**config.mk**
```make
export PLATFORM = sky130hd
export DESIGN_NAME = settings_ctrl_flat
export DESIGN_NICKNAME = d
export VERILOG_FILES = /design/src/rtl/settings_pkg.sv /design/src/rtl/settings_if.sv /design/src/rtl/settings_debounce.sv /design/src/rtl/settings_ctrl.sv /design/src/flat_wrapper.sv
export SDC_FILE = /design/constraint.sdc
export NUM_CORES = 1
export LEC_CHECK = 0
export ABC_AREA = 1
export CELL_PAD_IN_SITES_DETAIL_PLACEMENT = 1
export CELL_PAD_IN_SITES_GLOBAL_PLACEMENT = 1
export CORE_ASPECT_RATIO = 1.75
export CORE_MARGIN = 3
export CORE_UTILIZATION = 47
export DETAILED_ROUTE_END_ITERATION = 10
export MAX_ROUTING_LAYER = met4
export PLACE_DENSITY_LB_ADDON = 0.2
export SLEW_MARGIN = 20
export SYNTH_ARGS = -nofsm -noshare
export SYNTH_HDL_FRONTEND = slang
export SYNTH_SLANG_ARGS = --single-unit
```
**constraint.sdc**
```tcl
create_clock -name clk -period 6.21 [get_ports clk]
set_input_delay 1.242 -clock clk [delete_from_list [all_inputs] [get_ports clk]]
set_output_delay 1.242 -clock clk [all_outputs]
set_load 0.01 [all_outputs]
```
**src/rtl/settings_pkg.sv**
```systemverilog
// Shared types and constants for the settings controller and its consumers.
package settings_pkg;

   typedef enum logic [1:0] {
      IDLE   = 2'd0,
      CHECK  = 2'd1,
      COMMIT = 2'd2,
      LOCKED = 2'd3
   } settings_state_t;

   localparam logic [1:0] MODE_SOLO  = 2'b00;
   localparam logic [1:0] MODE_TWO   = 2'b01;
   localparam logic [1:0] MODE_RSVD2 = 2'b10;
   localparam logic [1:0] MODE_RSVD3 = 2'b11;

   localparam logic [1:0] LEVEL_EASY = 2'b00;
   localparam logic [1:0] LEVEL_HARD = 2'b01;
   localparam logic [1:0] SPEED_SLOW = 2'b00;
   localparam logic [1:0] SPEED_FAST = 2'b01;

   function automatic logic mode_is_valid(input logic [1:0] mode);
      return (mode == MODE_SOLO) || (mode == MODE_TWO);
   endfunction

endpackage

```
**src/rtl/settings_if.sv**
```systemverilog
// Committed game configuration, driven by the settings controller and read by game logic.
interface settings_if;
   logic [1:0] mode;
   logic [1:0] level;
   logic [1:0] speed;

   modport producer (output mode, output level, output speed);
   modport consumer (input mode, input level, input speed);
endinterface

```
**src/rtl/settings_debounce.sv**
```systemverilog
// Single-bit 2-FF synchroniser followed by a consecutive-sample debouncer.
module settings_debounce #(
   parameter int DEBOUNCE_CYCLES = 1_000_000,
   parameter int CNT_W           = $clog2(DEBOUNCE_CYCLES + 1)
) (
   input  logic clk,
   input  logic rst,
   input  logic din,
   output logic dout
);

   logic             sync1_q, sync1_d;
   logic             sync2_q, sync2_d;
   logic             dout_q, dout_d;
   logic [CNT_W-1:0] cnt_q, cnt_d;

   always_comb begin
      sync1_d = din;
      sync2_d = sync1_q;
      dout_d  = dout_q;
      cnt_d   = '0;
      // The counter only survives while the sample keeps disagreeing with the output.
      if (sync2_q != dout_q) begin
         if (cnt_q == CNT_W'(DEBOUNCE_CYCLES - 1)) begin
            dout_d = sync2_q;
         end else begin
            cnt_d = cnt_q + CNT_W'(1);
         end
      end
   end

   always_ff @(posedge clk or posedge rst) begin
      if (rst) begin
         sync1_q <= 1'b0;
         sync2_q <= 1'b0;
         dout_q  <= 1'b0;
         cnt_q   <= '0;
      end else begin
         sync1_q <= sync1_d;
         sync2_q <= sync2_d;
         dout_q  <= dout_d;
         cnt_q   <= cnt_d;
      end
   end

   assign dout = dout_q;

endmodule

```
**src/rtl/settings_ctrl.sv**
```systemverilog
// Debounces board switches and the Apply button, validates the mode and commits settings while idle.
// state  | meaning
// IDLE   | waiting for an apply request, settings may change
// CHECK  | staged switches being validated
// COMMIT | new configuration written, cfg_updated pulse
// LOCKED | game running, apply requests ignored
module settings_ctrl
   import settings_pkg::*;
#(
   parameter int DEBOUNCE_CYCLES = 1_000_000,
   parameter int CNT_W           = $clog2(DEBOUNCE_CYCLES + 1)
) (
   input  logic         clk,
   input  logic         rst,
   input  logic [1:0]   sw_mode,
   input  logic         sw_level,
   input  logic         sw_speed,
   input  logic         btn_apply,
   input  logic         game_busy,
   settings_if.producer cfg,
   output logic         cfg_updated,
   output logic         cfg_reject,
   output logic         locked
);

   logic [4:0] raw;
   logic [4:0] db;
   logic       apply_req;

   settings_state_t state_q, state_d;
   logic [1:0] stage_mode_q, stage_mode_d;
   logic       stage_level_q, stage_level_d;
   logic       stage_speed_q, stage_speed_d;
   logic [1:0] mode_q, mode_d;
   logic       level_q, level_d;
   logic       speed_q, speed_d;
   logic       btn_prev_q, btn_prev_d;
   logic       updated_q, updated_d;
   logic       reject_q, reject_d;
   logic       locked_q, locked_d;

   assign raw = {btn_apply, sw_speed, sw_level, sw_mode};

   for (genvar i = 0; i < 5; i++) begin : g_db
      settings_debounce #(
         .DEBOUNCE_CYCLES (DEBOUNCE_CYCLES),
         .CNT_W           (CNT_W)
      ) u_db (
         .clk  (clk),
         .rst  (rst),
         .din  (raw[i]),
         .dout (db[i])
      );
   end

   assign apply_req = db[4] & ~btn_prev_q;

   always_comb begin
      state_d       = state_q;
      stage_mode_d  = stage_mode_q;
      stage_level_d = stage_level_q;
      stage_speed_d = stage_speed_q;
      mode_d        = mode_q;
      level_d       = level_q;
      speed_d       = speed_q;
      btn_prev_d    = db[4];
      updated_d     = 1'b0;
      reject_d      = 1'b0;
      unique case (state_q)
         IDLE: begin
            // A busy game wins over a simultaneous request; the request is lost.
            if (game_busy) begin
               state_d = LOCKED;
            end else if (apply_req) begin
               state_d       = CHECK;
               stage_mode_d  = db[1:0];
               stage_level_d = db[2];
               stage_speed_d = db[3];
            end
         end
         CHECK: begin
            if (game_busy) begin
               state_d = LOCKED;
            end else if (!mode_is_valid(stage_mode_q)) begin
               state_d  = IDLE;
               reject_d = 1'b1;
            end else begin
               state_d   = COMMIT;
               mode_d    = stage_mode_q;
               level_d   = stage_level_q;
               speed_d   = stage_speed_q;
               updated_d = 1'b1;
            end
         end
         COMMIT: state_d = game_busy ? LOCKED : IDLE;
         LOCKED: if (!game_busy) state_d = IDLE;
         default: state_d = IDLE;
      endcase
      locked_d = (state_d == LOCKED);
   end

   always_ff @(posedge clk or posedge rst) begin
      if (rst) begin
         state_q       <= IDLE;
         stage_mode_q  <= 2'b00;
         stage_level_q <= 1'b0;
         stage_speed_q <= 1'b0;
         mode_q        <= MODE_SOLO;
         level_q       <= 1'b0;
         speed_q       <= 1'b0;
         btn_prev_q    <= 1'b0;
         updated_q     <= 1'b0;
         reject_q      <= 1'b0;
         locked_q      <= 1'b0;
      end else begin
         state_q       <= state_d;
         stage_mode_q  <= stage_mode_d;
         stage_level_q <= stage_level_d;
         stage_speed_q <= stage_speed_d;
         mode_q        <= mode_d;
         level_q       <= level_d;
         speed_q       <= speed_d;
         btn_prev_q    <= btn_prev_d;
         updated_q     <= updated_d;
         reject_q      <= reject_d;
         locked_q      <= locked_d;
      end
   end

   assign cfg.mode    = mode_q;
   assign cfg.level   = level_q ? LEVEL_HARD : LEVEL_EASY;
   assign cfg.speed   = speed_q ? SPEED_FAST : SPEED_SLOW;
   assign cfg_updated = updated_q;
   assign cfg_reject  = reject_q;
   assign locked      = locked_q;

endmodule

```
**src/flat_wrapper.sv**
```systemverilog
// flat-port wrapper written by rule: the top's interface ports become plain ports
module settings_ctrl_flat import settings_pkg::*;
#(
   parameter int DEBOUNCE_CYCLES = 1_000_000,
   parameter int CNT_W           = $clog2(DEBOUNCE_CYCLES + 1)
)
  (clk, rst, sw_mode, sw_level, sw_speed, btn_apply, game_busy, cfg_updated, cfg_reject, locked, cfg_mode, cfg_level, cfg_speed);
  settings_if cfg_i ();
  input  logic clk;
  input  logic rst;
  input  logic [1:0] sw_mode;
  input  logic sw_level;
  input  logic sw_speed;
  input  logic btn_apply;
  input  logic game_busy;
  output logic cfg_updated;
  output logic cfg_reject;
  output logic locked;
  output wire logic [$bits(cfg_i.mode)-1:0] cfg_mode;
  output wire logic [$bits(cfg_i.level)-1:0] cfg_level;
  output wire logic [$bits(cfg_i.speed)-1:0] cfg_speed;
  assign cfg_mode = cfg_i.mode;
  assign cfg_level = cfg_i.level;
  assign cfg_speed = cfg_i.speed;
  settings_ctrl #(.DEBOUNCE_CYCLES(DEBOUNCE_CYCLES), .CNT_W(CNT_W)) u_core (.clk(clk), .rst(rst), .sw_mode(sw_mode), .sw_level(sw_level), .sw_speed(sw_speed), .btn_apply(btn_apply), .game_busy(game_busy), .cfg(cfg_i), .cfg_updated(cfg_updated), .cfg_reject(cfg_reject), .locked(locked));
endmodule
```
Word-level counts from Yosys, hierarchy flattened
Cells that the tools add are included.
{"block": "totals", "output_inout_bits": 9, "register_bits": 129, "word_cells": 89}
{"block": "classes", "n_addsub": 5, "reduce_logical": 10, "mux": 25, "n_bitwise": 3, "n_eq_ne": 15}
{"operator": "20-bit 2-to-1 mux", "count": 10}
{"operator": "20-bit by 1-bit adder with 20-bit output (second input constant)", "count": 5}
{"operator": "20-bit == test (second input constant)", "count": 5}
{"operator": "2-bit 2-to-1 mux", "count": 6}
{"operator": "2-bit AND reduction", "count": 5}
{"operator": "1-bit 2-to-1 mux", "count": 8}
{"operator": "2-bit case mux with 4 select lines", "count": 1}
{"operator": "2-bit == test (second input constant)", "count": 3}
{"operator": "3-bit AND reduction", "count": 2}
{"operator": "1-bit != test", "count": 5}
{"operator": "2-bit by 1-bit == test with 1-bit output (second input constant)", "count": 2}
{"operator": "2-bit zero test", "count": 2}
{"operator": "1-bit inverter", "count": 2}
{"operator": "1-bit bitwise AND", "count": 1}
{"operator": "1-bit logical OR", "count": 1}

Logic depth before layout (Yosys ltp)
Gate-level depths: netlist (run 1).
{"block": "logic_depth", "ltp_word": 6, "mapped_depth": 9, "ltp_nobuf": 9}

Modules after synthesis
From an unflattened synthesis (run 1), not the netlist that was laid out.
{"block": "unflattened", "hier_cells": 871, "area_unflattened_um2": 7046.8}
{"mod": "settings_debounce", "cells_each": 162, "area_each_um2": 1291.2, "instances": 5}
{"mod": "settings_ctrl", "cells_each": 61, "area_each_um2": 590.6, "instances": 1}

Least setup slack after synthesis (run 1)
No wires, ideal clock.
{"block": "synth_path", "path_type": "input-to-reg", "from": "input port game_busy", "to": "register u_core.stage_mode_q[0]", "path_stages": 3, "arrival_ns": 1.777, "setup_slack_ns": 4.305, "path_cell_list": "inv_1 nand3_2 mux2_1"}
{"block": "synth_between", "elab_chain_len": 2}
{"item": "from (decl)", "line_no": "flat_wrapper.sv:15", "rtl": "input logic game_busy;"}
{"item": "1-bit inverter (no line)"}
{"item": "3-bit AND reduction (no line)"}
{"item": "to (signal assigned)", "line_no": "settings_ctrl.sv:117", "rtl": "stage_mode_q <= stage_mode_d;"}
{"item": "to (decl)", "line_no": "settings_ctrl.sv:31", "rtl": "logic [1:0] stage_mode_q, stage_mode_d;"}
Every way passes these cells.
A chain may end at the register's enable or synchronous reset.

Worst setup path in the final report (run 1)
{"block": "layout_path", "from": "register u_core.level_q", "to": "output port cfg_level[0]"}
{"block": "layout_between", "elab_chain_len": 1}
{"item": "from (decl)", "line_no": "settings_ctrl.sv:35", "rtl": "logic level_q, level_d;"}
{"item": "from (signal assigned)", "line_no": "settings_ctrl.sv:121", "rtl": "level_q <= level_d;"}
{"item": "1-bit 2-to-1 mux", "line_no": "settings_ctrl.sv:131", "rtl": "assign cfg.level = level_q ? LEVEL_HARD : LEVEL_EASY;"}
{"item": "to (decl)", "line_no": "flat_wrapper.sv:20", "rtl": "output wire logic [$bits(cfg_i.level)-1:0] cfg_level;"}
Every way passes these cells.

==> flow_summary_export.csv, run 1 <==
group,metric,value,unit
timing,max_freq,392,MHz
grt,grt_pass1_wl,29200,um
cells_and_area,syn_to_final_growth,14.7,%
timing,worst_slack,3660,ps
power_and_ir_drop,power.density,262,nW/um^2
cts,root_buffer,"clkbuf_16",
routing,via_count,5437,
min_path,hold_path.class,"flip-flop to flip-flop",
outcome,status,"finished clean",
logic_synthesis,yosysTopAreaCell,"dfrtp_1",
power_and_ir_drop,p_switching,0.430,mW
routing,dr.pass1.iters,4,
timing,rsz0062_at_grt,"no",
critical_path,end_kind,"primary output",
cells_and_area,seq_area,3230,um^2
cts,cts_sinks,129,
cells_and_area,post-route-cell-area,7600,um^2
routing,post-route-drc-count,0,
routing,met1_length,6160,um
job,cap_violations,0,
cts,clkTransAtPathRegs,50,ps
placement,post-dp-hpwl,11900,um
critical_path,start_kind,"flip-flop",
routing,wl_per_cell,16.1,um
logic_synthesis,yosysSeqAreaShare,48.7,%
critical_path,cp_slowest_cell,"clkdlybuf4s50_1",
timing,tns,0,ps
power_and_ir_drop,vdd_drop_max,0.000187,V
timing,maxSlewViolCount,0,
critical_path,crit_path_max_incr_delay,540,ps
cells_and_area,nNetsFinal,855,
power_and_ir_drop,p_comb_share,3.1,%
cells_and_area,final_core_util,55.9,%
die,die_h,163,um
logic_synthesis,synth_seq_cells,129,
cells_and_area,multi_input_area,3050,um^2
logic_synthesis,syn_inst,813,
critical_path,crit_arrival,1310,ps
critical_path,cp_max_fo,2,
placement,gp_congestion,0.878,
routing,wl,16600,um
cells_and_area,diodes,0,
logic_synthesis,synth_flop_cell,"dfrtp_1",
die,die_area,15600,um^2
logic_synthesis,yosysWarningCount,0,
power_and_ir_drop,p_int,1.56,mW
die,coreArea,13600,um^2
cts,numCtsBuffers,17,
cts,h-tree-depth,4,
logic_synthesis,yosysMostFrequentCell,"nor2_1",
power_and_ir_drop,p_leak,3.24,nW
logic_synthesis,syn-mean-instance-area,8.15,um^2
power_and_ir_drop,seq_power_share,43.4,%
timing,tightest_slew,758,ps
routing,wl_met3,296,um
power_and_ir_drop,switching_share,21.6,%
grt,grt_usage,24.7,%
placement,placed_area,6960,um^2
die,die_w,95.8,um
placement,place_ws,3020,ps
cts,ctsHoldBuffers,0,
die,rows,56,
cells_and_area,drive_gt1_share,12.4,%
routing,drtIter0Drc,168,
logic_synthesis,synth_edf_count,0,
timing,post-route-min-period,2550,ps
critical_path,crit_family,"buffers and inverters",
timing,setup_viol,0,
cts,post_cts_resized,0,
routing,viasPerCell,5.28,
cells_and_area,fill_cells,1670,
cts,clk_latency,420,ps
logic_synthesis,netlist.area_leader.share,48.7,%
routing,routed-wl-met2,9650,um
timing,fin_skew,10.6,ps
critical_path,crit_type,"flip-flop to primary output",
logic_synthesis,syn_area,6630,um^2
critical_path,timing.critical_path.cells,"clkdlybuf4s50_1",
logic_synthesis,post_synth_main_area_contributors,"dfrtp_1, nor2_1, nand2_1",
placement,place.port_buffers,14,
critical_path,required,4970,ps
grt,overflow,0,
grt,antenna_found_initial,0,
routing,drtAntennaViolNets,0,
timing,relSlewSlack,49.5,%
grt,grt_pass1_vias,6230,
cts,cts_tree,"built",
die,floorplan.initialDensity,48.8,%
timing,finalCritPeriodShare,41.0,%
timing,hold_violations,0,
cts,clockBufferDepth,2,
logic_synthesis,synth_cell_types,34,
logic_synthesis,synthTopCellsByCount,"nor2_1, nand2_1, dfrtp_1, nand3_1, inv_1",
routing,dr.max_layer_used,"met4",
logic_synthesis,synth-async-reset-ratio,100,%
critical_path,path_buf_inv,1,
cts,postCtsSetupBuffers,0,
power_and_ir_drop,clkPwrFrac,53.6,%
die,ios,17,
grt,grt_max_degree,85,
[worst reg2reg max path: stages, from the launching register on]
cell	delay, ps
dfrtp_1	400
ha_1	240
nand3_1	190
nor2_2	280
nand3_2	190
nand2_2	190
nor2_1	70
[path summary, 6_finish.rpt]
path	startpoint	to	slack, ps	cells after the start
min	u_core.g_db[2].u_db.sync1_q	u_core.g_db[2].u_db.sync2_q	350	0
max reg2reg	u_core.g_db[1].u_db.cnt_q[0]	u_core.g_db[1].u_db.cnt_q[18]	4520	6
max in group asynchronous	rst	u_core.g_db[2].u_db.cnt_q[0]	3780	3
max	u_core.level_q	cfg_level[0]	3660	1
min reg2reg	u_core.g_db[2].u_db.sync1_q	u_core.g_db[2].u_db.sync2_q	350	0
min in group asynchronous	rst	u_core.g_db[2].u_db.cnt_q[16]	1350	2
[cell usage in the layout, fill, tap and decap left out, types with 2 or more instances in the layout]
cell | Yosys | layout
nor3b_2 | 3 | 3
xor2_1 | 31 | 31
nor3b_1 | 4 | 4
nand3_2 | 7 | 7
nor2_2 | 13 | 13
inv_6 | 0 | 2
inv_2 | 18 | 18
and2_1 | 3 | 3
nor3_2 | 2 | 2
o21ai_0 | 5 | 5
clkbuf_8 | 0 | 2
clkbuf_16 | 0 | 17
clkinv_4 | 0 | 2
inv_1 | 65 | 64
o21ai_1 | 8 | 8
nand4_1 | 11 | 11
a21oi_1 | 13 | 13
xor2_2 | 4 | 4
conb_1 | 1 | 2
ha_1 | 5 | 5
nor2_1 | 208 | 208
o21bai_1 | 2 | 2
clkinvlp_4 | 0 | 3
dfrtp_1 | 129 | 129
nor2_4 | 9 | 9
nand3b_1 | 3 | 3
nor3_1 | 8 | 8
nand3_1 | 78 | 78
clkdlybuf4s50_1 | 0 | 14
bufinv_16 | 0 | 4
nand2_1 | 137 | 137
nand2_2 | 14 | 14
xnor2_1 | 21 | 21
clkinv_2 | 0 | 3
[sequential cells by signal, summed over array words and instances, names as in the netlist]
signal / count
u_core.g_db.u_db.dout: 5
u_core.g_db.u_db.cnt_q: 100
u_core.level_q: 1
u_core.stage_speed_q: 1
u_core.cfg_reject: 1
u_core.stage_mode_q: 2
u_core.cfg.mode: 2
u_core.cfg_updated: 1
u_core.stage_level_q: 1
u_core.g_db.u_db.sync1_q: 5
u_core.g_db.u_db.sync2_q: 5
u_core.btn_prev_q: 1
u_core.state_q: 2
u_core.speed_q: 1
u_core.locked: 1
[layout make-up]
| type | count | area share, % |
|---|---|---|
| repair buffers | 15 | 1.94 |
| flip-flops and latches | 129 | 42.5 |
| multi-input cells | 595 | 40.1 |
| well taps | 174 | 2.86 |
| clock buffers | 19 | 5.96 |
| inverters | 84 | 4.21 |
| clock inverters | 13 | 2.42 |
[kinds of logic (layout without fill, tap and decap cells)]
logic type / after synthesis / in the layout / synth area share [%]
AND/OR/NAND/NOR: 501 / 501 / 34.2
flip-flops: 129 / 129 / 48.7
XOR/XNOR: 57 / 57 / 8.10
adder cells (fa/ha/maj): 5 / 5 / 0.944
multiplexers: 1 / 1 / 0.170
buffers and inverters: 90 / 131 / 5.34
AO/OA/AOI/OAI: 29 / 29 / 2.44
other: 1 / 2 / 0.0566
[power groups by stage]
| stage | Combinational, mW | Sequential [mW] | Clock (mW) |
|---|---|---|---|
| floorplan | 0.0413 | 0.876 | 0 |
| global placement | 0.0585 | 0.877 | 0 |
| detailed placement | 0.0622 | 0.879 | 0 |
| CTS | 0.0641 | 0.864 | 1.09 |
| global route | 0.0711 | 0.866 | 1.14 |
| finish | 0.0613 | 0.864 | 1.07 |
[layer usage]
metal	vias to the layer above	GRT usage (%)
li1	2601	-
met1	2740	25.0
met2	59	46.0
met3	37	3.73
met4	0	10.2
met5	-	-
[stage by stage]
stage / hold slack, ps / power (mW) / std cells
2_1_floorplan: 331 / 0.917 / 814
3_3_place_gp: 341 / 0.936 / 997
3_5_place_dp: 345 / 0.941 / 997
4_1_cts: 357 / 2.02 / 1029
5_1_grt: 366 / 2.07 / 1029
6_report: 355 / 1.99 / 1029
Note: power is estimated with default switching activity, not from simulation.
==> run 2: changes to the inputs <==
==> constraint.sdc (replaced) <==
create_clock -name clk -period 2.4 [get_ports clk]
set_input_delay 0.48 -clock clk [delete_from_list [all_inputs] [get_ports clk]]
set_output_delay 0.48 -clock clk [all_outputs]
set_load 0.01 [all_outputs]
==> flow_summary_export.csv, run 2 (synthesized netlist as in run 1, its figures left out) <==
group,metric,value,unit
outcome,status,"finished clean",
placement,place.port_buffers,14,
grt,grt_max_degree,67,
cells_and_area,final_cell_mix,"nor2_1, nand2_1, dfrtp_1",
cells_and_area,diodes,0,
critical_path,end_kind,"primary output",
cts,h-tree-depth,4,
cells_and_area,nNetsFinal,856,
timing,tightest_slew,629,ps
critical_path,required,1920,ps
power_and_ir_drop,vdd_drop_max,0.000441,V
timing,finalCritPeriodShare,75.8,%
critical_path,timing.critical_path.cells,"clkdlybuf4s50_1",
die,die_h,163,um
die,floorplan.initialDensity,48.8,%
cts,cts_sinks,129,
power_and_ir_drop,seq_power_share,43.7,%
cells_and_area,final_common_cell,"nor2_1",
critical_path,crit_path_max_incr_delay,550,ps
routing,via_count,5439,
cts,post_cts_resized,0,
timing,relSlewSlack,57.8,%
cts,cts_tree,"built",
die,die_w,95.8,um
timing,rsz0062_at_grt,"no",
timing,post-route-min-period,1820,ps
critical_path,path_buf_inv,1,
critical_path,crit_type,"flip-flop to primary output",
timing,maxSlewViolCount,0,
job,cap_violations,0,
timing,hold_violations,0,
placement,post-dp-hpwl,11800,um
power_and_ir_drop,p_comb_share,3.1,%
placement,dp_cells,998,
power_and_ir_drop,clkPwrFrac,53.2,%
cells_and_area,drive_gt1_share,12.4,%
routing,viasPerCell,5.28,
routing,drtIter0Drc,122,
cts,clockBufferDepth,2,
die,ios,17,
routing,wl,17000,um
grt,grt_pass1_vias,6173,
critical_path,cp_slowest_cell,"clkdlybuf4s50_1",
cells_and_area,regMostFlops,"u_core.g_db.u_db.cnt_q",
routing,drtAntennaViolNets,0,
timing,tns,0,ps
timing,fin_skew,9.92,ps
cells_and_area,largest_reg_flops,100,
cts,ctsHoldBuffers,0,
critical_path,cp_max_fo,2,
cts,clkTransAtPathRegs,60,ps
power_and_ir_drop,p_int,3.99,mW
critical_path,crit_family,"buffers and inverters",
critical_path,start_kind,"flip-flop",
cts,root_buffer,"clkbuf_16",
grt,overflow,0,
timing,worst_slack,580,ps
cells_and_area,syn_to_final_growth,14.9,%
cts,clk_latency,420,ps
power_and_ir_drop,p_leak,3.23,nW
cts,postCtsSetupBuffers,0,
routing,wl_per_cell,16.5,um
routing,post-route-drc-count,0,
die,coreArea,13600,um^2
critical_path,crit_arrival,1340,ps
grt,antenna_found_initial,0,
timing,max_freq,549,MHz
power_and_ir_drop,p_switching,1.12,mW
power_and_ir_drop,power.density,671,nW/um^2
grt,grt_usage,24.7,%
die,rows,56,
timing,setup_viol,0,
routing,dr.pass1.iters,4,
cts,numCtsBuffers,17,
min_path,hold_path.class,"flip-flop to flip-flop",
placement,gp_congestion,0.863,
cells_and_area,instances_no_fill,1030,
power_and_ir_drop,switching_share,21.9,%
grt,grt_pass1_wl,29200,um
placement,place_ws,668,ps
die,die_area,15600,um^2
run 2: changes by cell type in the layout (fill, tap and decap cells not counted), sizes merged:
cell      change
buf           +1
clkbuf        -1
inv           -2
clkinvlp      +3
run 2: worst paths after layout:
| kind | from | endpoint | slack [ps] | cells past startpoint |
|---|---|---|---|---|
| max in group asynchronous | rst | u_core.g_db[0].u_db.cnt_q[11] | 1550 | 3 |
| min in group asynchronous | rst | u_core.g_db[1].u_db.cnt_q[5] | 540 | 3 |
| setup reg to reg | u_core.g_db[1].u_db.cnt_q[0] | u_core.g_db[1].u_db.cnt_q[1] | 780 | 6 |
| hold / removal | u_core.g_db[2].u_db.sync1_q | u_core.g_db[2].u_db.sync2_q | 350 | 0 |
| setup / recovery | u_core.level_q | cfg_level[0] | 580 | 1 |
| hold reg to reg | u_core.g_db[2].u_db.sync1_q | u_core.g_db[2].u_db.sync2_q | 350 | 0 |
run 2: power groups by stage:
stage	clock network [mW]	registers (mW)	logic, mW
CTS	2.76	2.23	0.166
global route	2.88	2.24	0.185
detailed placement	0	2.27	0.164
finish	2.72	2.23	0.160
global placement	0	2.27	0.156
floorplan	0	2.27	0.107
run 2: through the flow:
step	instance area, um^2	hold WS, ps	power (mW)	utilization (%)
4_1_cts	7610	349	5.16	56.0
3_3_place_gp	6990	333	2.42	51.5
5_1_grt	7610	365	5.30	56.0
3_5_place_dp	6990	336	2.44	51.5
6_report	7610	347	5.11	56.0
2_1_floorplan	6640	331	2.37	-
run 2: final cells by class:
class | instances | area (um^2)
clock inverter | 14 | 190
multi-input combinational | 595 | 3050
inverter | 84 | 319
tap | 174 | 218
timing repair buffer | 16 | 180
fill | 1648 | 5980
sequential | 129 | 3230
clock buffer | 18 | 429
run 2: layer usage:
layer / part of all wire (%) / global-route usage (%)
met1: 36 / 23.9
met2: 59 / 46.8
met3: 1.6 / 4.38
met4: 3.4 / 9.84
met5: 0 / -
